===== src/rtl/ascon_permutation_iter_if.sv =====
// Shared state type and start/busy/done handshake bundle for the iterative ASCON permutation.
// The state is five 64-bit lanes, with x0 held in element [0].
package ascon_pack;
   typedef logic [4:0][63:0] type_state;
endpackage

interface ascon_permutation_iter_if;
   import ascon_pack::*;

   logic       start_i;
   logic [3:0] rounds_i;
   type_state  state_i;
   type_state  state_o;
   logic [3:0] round_o;
   logic       busy_o;
   logic       done_o;

   modport master (
      output start_i, rounds_i, state_i,
      input  state_o, round_o, busy_o, done_o
   );

   modport slave (
      input  start_i, rounds_i, state_i,
      output state_o, round_o, busy_o, done_o
   );
endinterface


===== src/rtl/ascon_permutation_iter.sv =====
// Iterative ASCON permutation p^n with UNROLL chained rounds per clock.
// Rounds r = 12-n .. 11 are applied; the result is held until the next accepted start.
module ascon_permutation_iter
   import ascon_pack::*;
#(
   parameter int UNROLL = 1
) (
   input logic                       clock_i,
   input logic                       reset_i,
   ascon_permutation_iter_if.slave   perm
);

   typedef enum logic [1:0] {
      ST_IDLE = 2'd0,
      ST_RUN  = 2'd1,
      ST_DONE = 2'd2
   } fsm_t;

   fsm_t       fsm_r;
   type_state  state_r;
   logic [3:0] round_r;
   logic       busy_r;
   logic       done_r;
   logic       pend_r;

   type_state  next_state_s;
   logic [3:0] step_s;
   logic [3:0] remain_s;
   logic [3:0] n_eff_s;

   function automatic logic [63:0] ror64(input logic [63:0] x, input int unsigned n);
      return (x >> n) | (x << (32'd64 - n));
   endfunction

   // One full round: constant addition, bit-sliced 5-bit S-box, linear diffusion.
   function automatic type_state ascon_round(input type_state s, input logic [3:0] r);
      logic [63:0] x0, x1, x2, x3, x4;
      logic [63:0] t0, t1, t2, t3, t4;
      type_state   a;
      x0 = s[0];
      x1 = s[1];
      x2 = s[2] ^ {56'd0, 4'hF - r, r};
      x3 = s[3];
      x4 = s[4];
      x0 = x0 ^ x4;
      x4 = x4 ^ x3;
      x2 = x2 ^ x1;
      t0 = ~x0 & x1;
      t1 = ~x1 & x2;
      t2 = ~x2 & x3;
      t3 = ~x3 & x4;
      t4 = ~x4 & x0;
      x0 = x0 ^ t1;
      x1 = x1 ^ t2;
      x2 = x2 ^ t3;
      x3 = x3 ^ t4;
      x4 = x4 ^ t0;
      x1 = x1 ^ x0;
      x0 = x0 ^ x4;
      x3 = x3 ^ x2;
      x2 = ~x2;
      a[0] = x0 ^ ror64(x0, 19) ^ ror64(x0, 28);
      a[1] = x1 ^ ror64(x1, 61) ^ ror64(x1, 39);
      a[2] = x2 ^ ror64(x2, 1)  ^ ror64(x2, 6);
      a[3] = x3 ^ ror64(x3, 10) ^ ror64(x3, 17);
      a[4] = x4 ^ ror64(x4, 7)  ^ ror64(x4, 41);
      return a;
   endfunction

   // Round chain for one clock: up to UNROLL rounds, truncated at round index 12.
   always_comb begin
      type_state cur;
      n_eff_s  = (perm.rounds_i > 4'd12) ? 4'd12 : perm.rounds_i;
      remain_s = 4'd12 - round_r;
      step_s   = (remain_s < 4'(UNROLL)) ? remain_s : 4'(UNROLL);
      cur      = state_r;
      for (int j = 0; j < 4; j++) begin
         if ((j < UNROLL) && (4'(j) < step_s)) begin
            cur = ascon_round(cur, round_r + 4'(j));
         end else begin
            cur = cur;
         end
      end
      next_state_s = cur;
   end

   // Control FSM and all output registers.
   always_ff @(posedge clock_i) begin
      if (reset_i) begin
         fsm_r   <= ST_IDLE;
         state_r <= '0;
         round_r <= 4'd0;
         busy_r  <= 1'b0;
         done_r  <= 1'b0;
         pend_r  <= 1'b0;
      end else begin
         case (fsm_r)
            ST_IDLE, ST_DONE: begin
               // pend_r carries the deferred done pulse of a zero-round start.
               done_r <= pend_r;
               pend_r <= 1'b0;
               if (perm.start_i) begin
                  state_r <= perm.state_i;
                  round_r <= 4'd12 - n_eff_s;
                  done_r  <= 1'b0;
                  if (n_eff_s != 4'd0) begin
                     busy_r <= 1'b1;
                     fsm_r  <= ST_RUN;
                  end else begin
                     pend_r <= 1'b1;
                     fsm_r  <= ST_DONE;
                  end
               end
            end
            ST_RUN: begin
               // The done cycle is still spent in RUN so a start coinciding with done_o is dropped.
               if (round_r != 4'd12) begin
                  state_r <= next_state_s;
                  round_r <= round_r + step_s;
               end else if (!done_r) begin
                  busy_r <= 1'b0;
                  done_r <= 1'b1;
               end else begin
                  done_r <= 1'b0;
                  fsm_r  <= ST_DONE;
               end
            end
            default: begin
               fsm_r  <= ST_IDLE;
               busy_r <= 1'b0;
               done_r <= 1'b0;
               pend_r <= 1'b0;
            end
         endcase
      end
   end

   assign perm.state_o = state_r;
   assign perm.round_o = round_r;
   assign perm.busy_o  = busy_r;
   assign perm.done_o  = done_r;

endmodule


===== src/flat_wrapper.sv =====
// flat-port wrapper written by rule: the top's interface ports become plain ports
module ascon_permutation_iter_flat import ascon_pack::*;
#(
   parameter int UNROLL = 1
)
  (clock_i, reset_i, perm_start_i, perm_rounds_i, perm_state_i, perm_state_o, perm_round_o, perm_busy_o, perm_done_o);
  ascon_permutation_iter_if perm_i ();
  input logic clock_i;
  input logic reset_i;
  input wire logic [$bits(perm_i.start_i)-1:0] perm_start_i;
  input wire logic [$bits(perm_i.rounds_i)-1:0] perm_rounds_i;
  input wire logic [$bits(perm_i.state_i)-1:0] perm_state_i;
  output wire logic [$bits(perm_i.state_o)-1:0] perm_state_o;
  output wire logic [$bits(perm_i.round_o)-1:0] perm_round_o;
  output wire logic [$bits(perm_i.busy_o)-1:0] perm_busy_o;
  output wire logic [$bits(perm_i.done_o)-1:0] perm_done_o;
  assign perm_i.start_i = perm_start_i;
  assign perm_i.rounds_i = perm_rounds_i;
  assign perm_i.state_i = perm_state_i;
  assign perm_state_o = perm_i.state_o;
  assign perm_round_o = perm_i.round_o;
  assign perm_busy_o = perm_i.busy_o;
  assign perm_done_o = perm_i.done_o;
  ascon_permutation_iter #(.UNROLL(UNROLL)) u_core (.clock_i(clock_i), .reset_i(reset_i), .perm(perm_i));
endmodule

===== config.mk =====
export PLATFORM = sky130hd
export DESIGN_NAME = ascon_permutation_iter_flat
export DESIGN_NICKNAME = d
export VERILOG_FILES = /design/src/rtl/ascon_permutation_iter_if.sv /design/src/rtl/ascon_permutation_iter.sv /design/src/flat_wrapper.sv
export SDC_FILE = /design/constraint.sdc
export NUM_CORES = 2
export LEC_CHECK = 0
export ABC_CLOCK_PERIOD_IN_PS = 3410
export BUFFER_PORTS_ARGS = -buffer_cell sky130_fd_sc_hd__buf_2
export CAP_MARGIN = 20
export CORE_AREA = 2 2 251 253
export CTS_BUF_LIST = sky130_fd_sc_hd__clkbuf_4
export DETAILED_ROUTE_END_ITERATION = 7
export DIE_AREA = 0 0 253 255
export PLACE_DENSITY_LB_ADDON = 0.15
export SLEW_MARGIN = 5
export SYNTH_ARGS = -nofsm -noshare
export SYNTH_HDL_FRONTEND = slang
export SYNTH_SLANG_ARGS = --single-unit

===== constraint.sdc =====
create_clock -name clock_i -period 3.41 [get_ports clock_i]
set_input_delay 0.1705 -clock clock_i [delete_from_list [all_inputs] [get_ports clock_i]]
set_output_delay 0.1705 -clock clock_i [all_outputs]
set_load 0.1 [all_outputs]

After elaboration in Yosys (flattened, before gate mapping)
Cells that the tools add are included.
{"block": "word_totals", "word_cells": 104, "regBits": 329, "out_inout_bits": 326, "input_bits": 327}
{"block": "op_classes", "n_reduce_logical": 8, "n_eq_ne": 10, "n_mux": 26, "addsub": 4, "bitwise_logic": 43, "magnitude_cmp": 3}
{"cell": "XOR 64 bit", "n": 21}
{"cell": "two-way mux 320 bit", "n": 3}
{"cell": "one-hot mux 320 bit (2 select lines)", "n": 1}
{"cell": "NOT 64 bit", "n": 6}
{"cell": "bitwise AND 64 bit", "n": 5}
{"cell": "bitwise OR 23 x 64 -> 64 bit", "n": 1}
{"cell": "bitwise OR 25 x 64 -> 64 bit", "n": 1}
{"cell": "bitwise OR 3 x 64 -> 64 bit", "n": 1}
{"cell": "bitwise OR 36 x 64 -> 64 bit", "n": 1}
{"cell": "bitwise OR 45 x 64 -> 64 bit", "n": 1}
{"cell": "bitwise OR 47 x 64 -> 64 bit", "n": 1}
{"cell": "bitwise OR 54 x 64 -> 64 bit", "n": 1}
{"cell": "bitwise OR 57 x 64 -> 64 bit", "n": 1}
{"cell": "bitwise OR 58 x 64 -> 64 bit", "n": 1}
{"cell": "bitwise OR 63 x 64 -> 64 bit", "n": 1}
{"cell": "XOR 64 x 8 -> 64 bit", "n": 1}
{"cell": "two-way mux 4 bit", "n": 4}
{"cell": "subtractor 4 bit (first input constant)", "n": 3}
{"cell": "two-way mux 1 bit", "n": 9}
{"cell": "two-way mux 2 bit", "n": 4}
{"cell": "inequality test 2 x 1 -> 1 bit (second input constant)", "n": 4}
{"cell": "one-hot mux 4 bit (2 select lines)", "n": 1}
{"cell": "AND reduction 4 bit", "n": 2}
{"cell": "inequality test 2 bit (second input constant)", "n": 3}
{"cell": "other kinds (14)", "n": 17}

Logic depth before layout (Yosys ltp)
{"block": "logic_depth", "depth_word": 13, "depth_mapped": 13}

Least setup slack after synthesis
OpenSTA, ideal clock, no wires.
{"block": "synth_timing", "kind": "flip-flop to flip-flop", "startpoint": "register u_core.round_r[2] (netlist: u_core.perm.round_o[2])", "endpoint": "register u_core.state_r (netlist bit u_core.perm.state_o[252])", "slack_ps": 375, "stages_incl_launch_ff": 9, "arrival_ps": 2907, "period_less_slack_ps": 3035, "setup_ps": 128, "cell_sequence": "dfxtp_1 clkbuf_1 xnor2_1 ha_1 xor2_1 xnor2_1 xnor3_1 mux2i_1 o21ai_0"}
{"block": "synth_via", "elab_chain_cells": 11}
{"item": "start: declaration", "line": "ascon_permutation_iter.sv:21", "source": "logic [3:0] round_r;"}
{"item": "start signal: assignment", "line": "ascon_permutation_iter.sv:104", "source": "round_r <= 4'd12 - n_eff_s;"}
{"item": "start signal: assignment", "line": "ascon_permutation_iter.sv:119", "source": "round_r <= round_r + step_s;"}
{"item": "parallel branches: the longest is 11 deep, another holds subtractor 4 bit"}
{"item": "end signal: assignment", "line": "ascon_permutation_iter.sv:103", "source": "state_r <= perm.state_i;"}
{"item": "end signal: assignment", "line": "ascon_permutation_iter.sv:118", "source": "state_r <= next_state_s;"}
{"item": "end: declaration", "line": "ascon_permutation_iter.sv:20", "source": "type_state state_r;"}
Several ways; the timed one is not identified. The select of a mux whose other input is x is not followed.
A chain may end at the register's enable or synchronous reset.

Worst setup path in the final report
{"block": "layout_timing", "startpoint": "register u_core.state_r (netlist bit u_core.perm.state_o[245])", "endpoint": "register u_core.state_r (netlist bit u_core.perm.state_o[34])"}
{"block": "layout_via", "elab_chain_cells": 9}
{"item": "XOR 64 bit", "line": "ascon_permutation_iter.sv:46", "source": "x4 = x4 ^ x3;"}
{"item": "XOR 64 bit", "line": "ascon_permutation_iter.sv:57", "source": "x4 = x4 ^ t0;"}
{"item": "XOR 64 bit", "line": "ascon_permutation_iter.sv:59", "source": "x0 = x0 ^ x4;"}
{"item": "bitwise OR 45 x 64 -> 64 bit", "line": "ascon_permutation_iter.sv:32", "source": "return (x >> n) | (x << (32'd64 - n));"}
{"item": "XOR 64 bit (2 in series)", "line": "ascon_permutation_iter.sv:62", "source": "a[0] = x0 ^ ror64(x0, 19) ^ ror64(x0, 28);"}
{"item": "two-way mux 320 bit", "line": "ascon_permutation_iter.sv:78", "source": "if ((j < UNROLL) && (4'(j) < step_s)) begin"}
{"item": "two-way mux 320 bit", "line": "ascon_permutation_iter.sv:117", "source": "if (round_r != 4'd12) begin"}
{"item": "one-hot mux 320 bit (2 select lines)", "line": "ascon_permutation_iter.sv:97", "source": "case (fsm_r)"}
Every way passes these cells. The select of a mux whose other input is x is not followed.

==> metrics.txt <==
status completed; Seq. cell area 0.00659 mm²; drt drc 0; layout cells sized above 1 23.0%; commonest non-fill, non-tap cells in the layout 652 x buf_2, 497 x xnor2_1, 411 x dlygate4sd3_1; Cell variety after synth 41; Avg Cell Area, Syn 8.30 µm²; Top FF cell, synth dfxtp_1; relative slew slack 18.1%; synth-to-layout area growth 38.8%; port bufs 652; met1 wire length 60.0 mm; Top Layer Used met5; die area 0.0645 mm²; gpl congestion 1.08; pin count of the biggest net entering global routing 228; DR WL met2 68.0 mm; final wirelength 162 mm; TritonCTS buffer count 102; crit path max fanout 4; CP Data Arrival Time 4.23 ns; Seq cells post-synth 329; met3 wire length 18.9 mm; Post-Syn Area 0.0287 mm²; Top delay family on crit path buffers and inverters; Core Util, Final 64.2%; worst-path cell chain inv_1 > ha_1 > xnor2_1 > xnor2_1 > buf_4 > xor2_1 > or3_1 > a41oi_1 > dlygate4sd3_1; clk_lat worst skew 0.94 ns; H-tree depth 3; fillcell total 5550; die width 253 µm; CTS tree built; Max stage delay on crit path 0.68 ns; Clock Tree Buf Depth 3; ys async rst share 0%; setup TNS 0 ns; Avg WL per Cell 29.0 µm; Fmax 296 MHz; final period utilization 99.2%; critical path type flip-flop to flip-flop; Min Hold Slack 0.0667 ns; site row count 92; Worst setup EP type flip-flop; Worst Tran Pin Value 1.22 ns; Synth Net Count 3921; Max stage delay cell, worst path xnor2_1; Pins Over Slew Limit 0; Cells after Synth 3462; CP Launch Type flip-flop; core area 0.0622 mm²; Yosys Warn Count 0; Remaining Overflow, GRT 0; first-pass GRT wire length 223 mm; area occupied by multi-input gates 0.0207 mm²; CTS Sinks 329; RSZ-0062 raised after global routing false; clk slew on worst S/H paths 0.06 ns; IO Count 653; Max-cap violations 0; Nets 5176; number of routed nets with antenna violations 0; vias in the first global route 31222; vias 33364; routed vias/inst 5.97; post-synthesis sequential area ratio 22.9%; Final HPWL DP 126 mm; clk_skew 0.0457 ns; hold crit path type primary input to flip-flop; Iter 0 DRT Violations 3953; Initial DRT Pass Iterations 7; critical path data required time 4.26 ns; final hold vios 0; chip height 255 µm; GRT Util Overall 48.6%; CP Buf/Inv Count 3; most used cell, CP xnor2_1; endpoints failing setup 0; Post-synth EDFFs 0; clock period minus worst slack 3.38 ns; initial antenna violation count 9; most common cell after layout, fill and taps aside buf_2; Root Buffer clkbuf_4; Initial Util 46.2%
==> sequential cells by signal, summed over array words and instances (netlist names) <==
name,flops
u_core.fsm_r,2
u_core.perm.state_o,320
u_core.perm.done_o,1
u_core.pend_r,1
u_core.perm.round_o,4
u_core.perm.busy_o,1
==> cells by family (layout without fill, tap and decap cells) <==
group	count (synthesis)	in the layout	synth area share, %
flip-flops	329	329	22.9
XOR/XNOR	970	970	32.6
AND/OR/NAND/NOR	844	844	14.2
multiplexers	88	88	3.06
AO/OA/AOI/OAI	641	641	13.8
buffers and inverters	393	1719	5.39
other	1	3	0.0130
adder cells (fa/ha/maj)	196	196	7.98
==> per-layer routing <==
| layer | GRT usage, % | up-vias |
|---|---|---|
| met5 | 0 | - |
| met4 | 39.4 | 4 |
| met3 | 12.2 | 651 |
| met2 | 72.8 | 2378 |
| met1 | 59.2 | 15792 |
| li1 | - | 14539 |
==> Yosys cell counts (all sizes together), types with 3 or more instances <==
master | count | area share (%)
a41oi | 128 | 3.9
nand2 | 209 | 2.7
a31oi | 64 | 1.4
mux2i | 88 | 3.1
inv | 195 | 2.5
dfxtp | 329 | 23
xnor3 | 64 | 5.0
a211oi | 67 | 1.8
nor2b | 3 | 0.065
maj3 | 64 | 2.2
clkbuf | 145 | 1.9
xor2 | 406 | 12
ha | 132 | 5.7
a21oi | 80 | 1.4
nand3 | 196 | 3.4
nor2 | 238 | 3.1
o21ai | 293 | 5.1
xnor2 | 500 | 15
or3 | 129 | 2.8
buf | 52 | 0.94
and4 | 64 | 2.0
==> worst register-to-register path, stage by stage, from the launching register on <==
cell and delay, ns:
dfxtp_1 0.53, inv_1 0.14, ha_1 0.35, xnor2_1 0.15
xnor2_1 0.68, buf_4 0.25, xor2_1 0.09, or3_1 0.32
a41oi_1 0.22, dlygate4sd3_1 0.59
==> worst paths after layout <==
check	to	slack (ns)	from	cells past startpoint
worst max register to register	u_core.perm.state_o[34]	0.03	u_core.perm.state_o[245]	9
worst min-delay path	u_core.perm.state_o[235]	0.07	perm_state_i[235]	4
worst max-delay path	u_core.perm.state_o[34]	0.03	u_core.perm.state_o[245]	9
worst min register to register	u_core.pend_r	0.46	u_core.pend_r	2
==> final cells by class <==
type,count,share of cell area [%]
sequential,329,16.5
inverter,196,1.86
tap,799,2.51
antenna,2,0.0125
timing repair buffer,1348,24.2
clock inverter,32,0.449
clock buffer,143,2.69
multi-input combinational,2740,51.8
==> stage by stage <==
| stage | instances | instance area (µm²) | worst slack [ns] |
|---|---|---|---|
| after floorplan | 3462 | 28700 | 0.375 |
| after global placement | 5001 | 34500 | 0.386 |
| after detailed placement | 5001 | 34500 | 0.378 |
| after CTS | 5587 | 39900 | 0.0858 |
| after global routing | 5589 | 39900 | 0.00301 |
| final | 5589 | 39900 | 0.0270 |
==> timing repair <==
action,4_1_cts,5_1_grt
buffers inserted,0,0
hold endpoints to repair,329,0
hold buffers,411,0
endpoints found under the setup margin,0,26
resized for setup,0,4
Power is left out: the tool's default activity adds up to more than one toggle a clock period on the data nets, which glitch-free logic cannot reach.
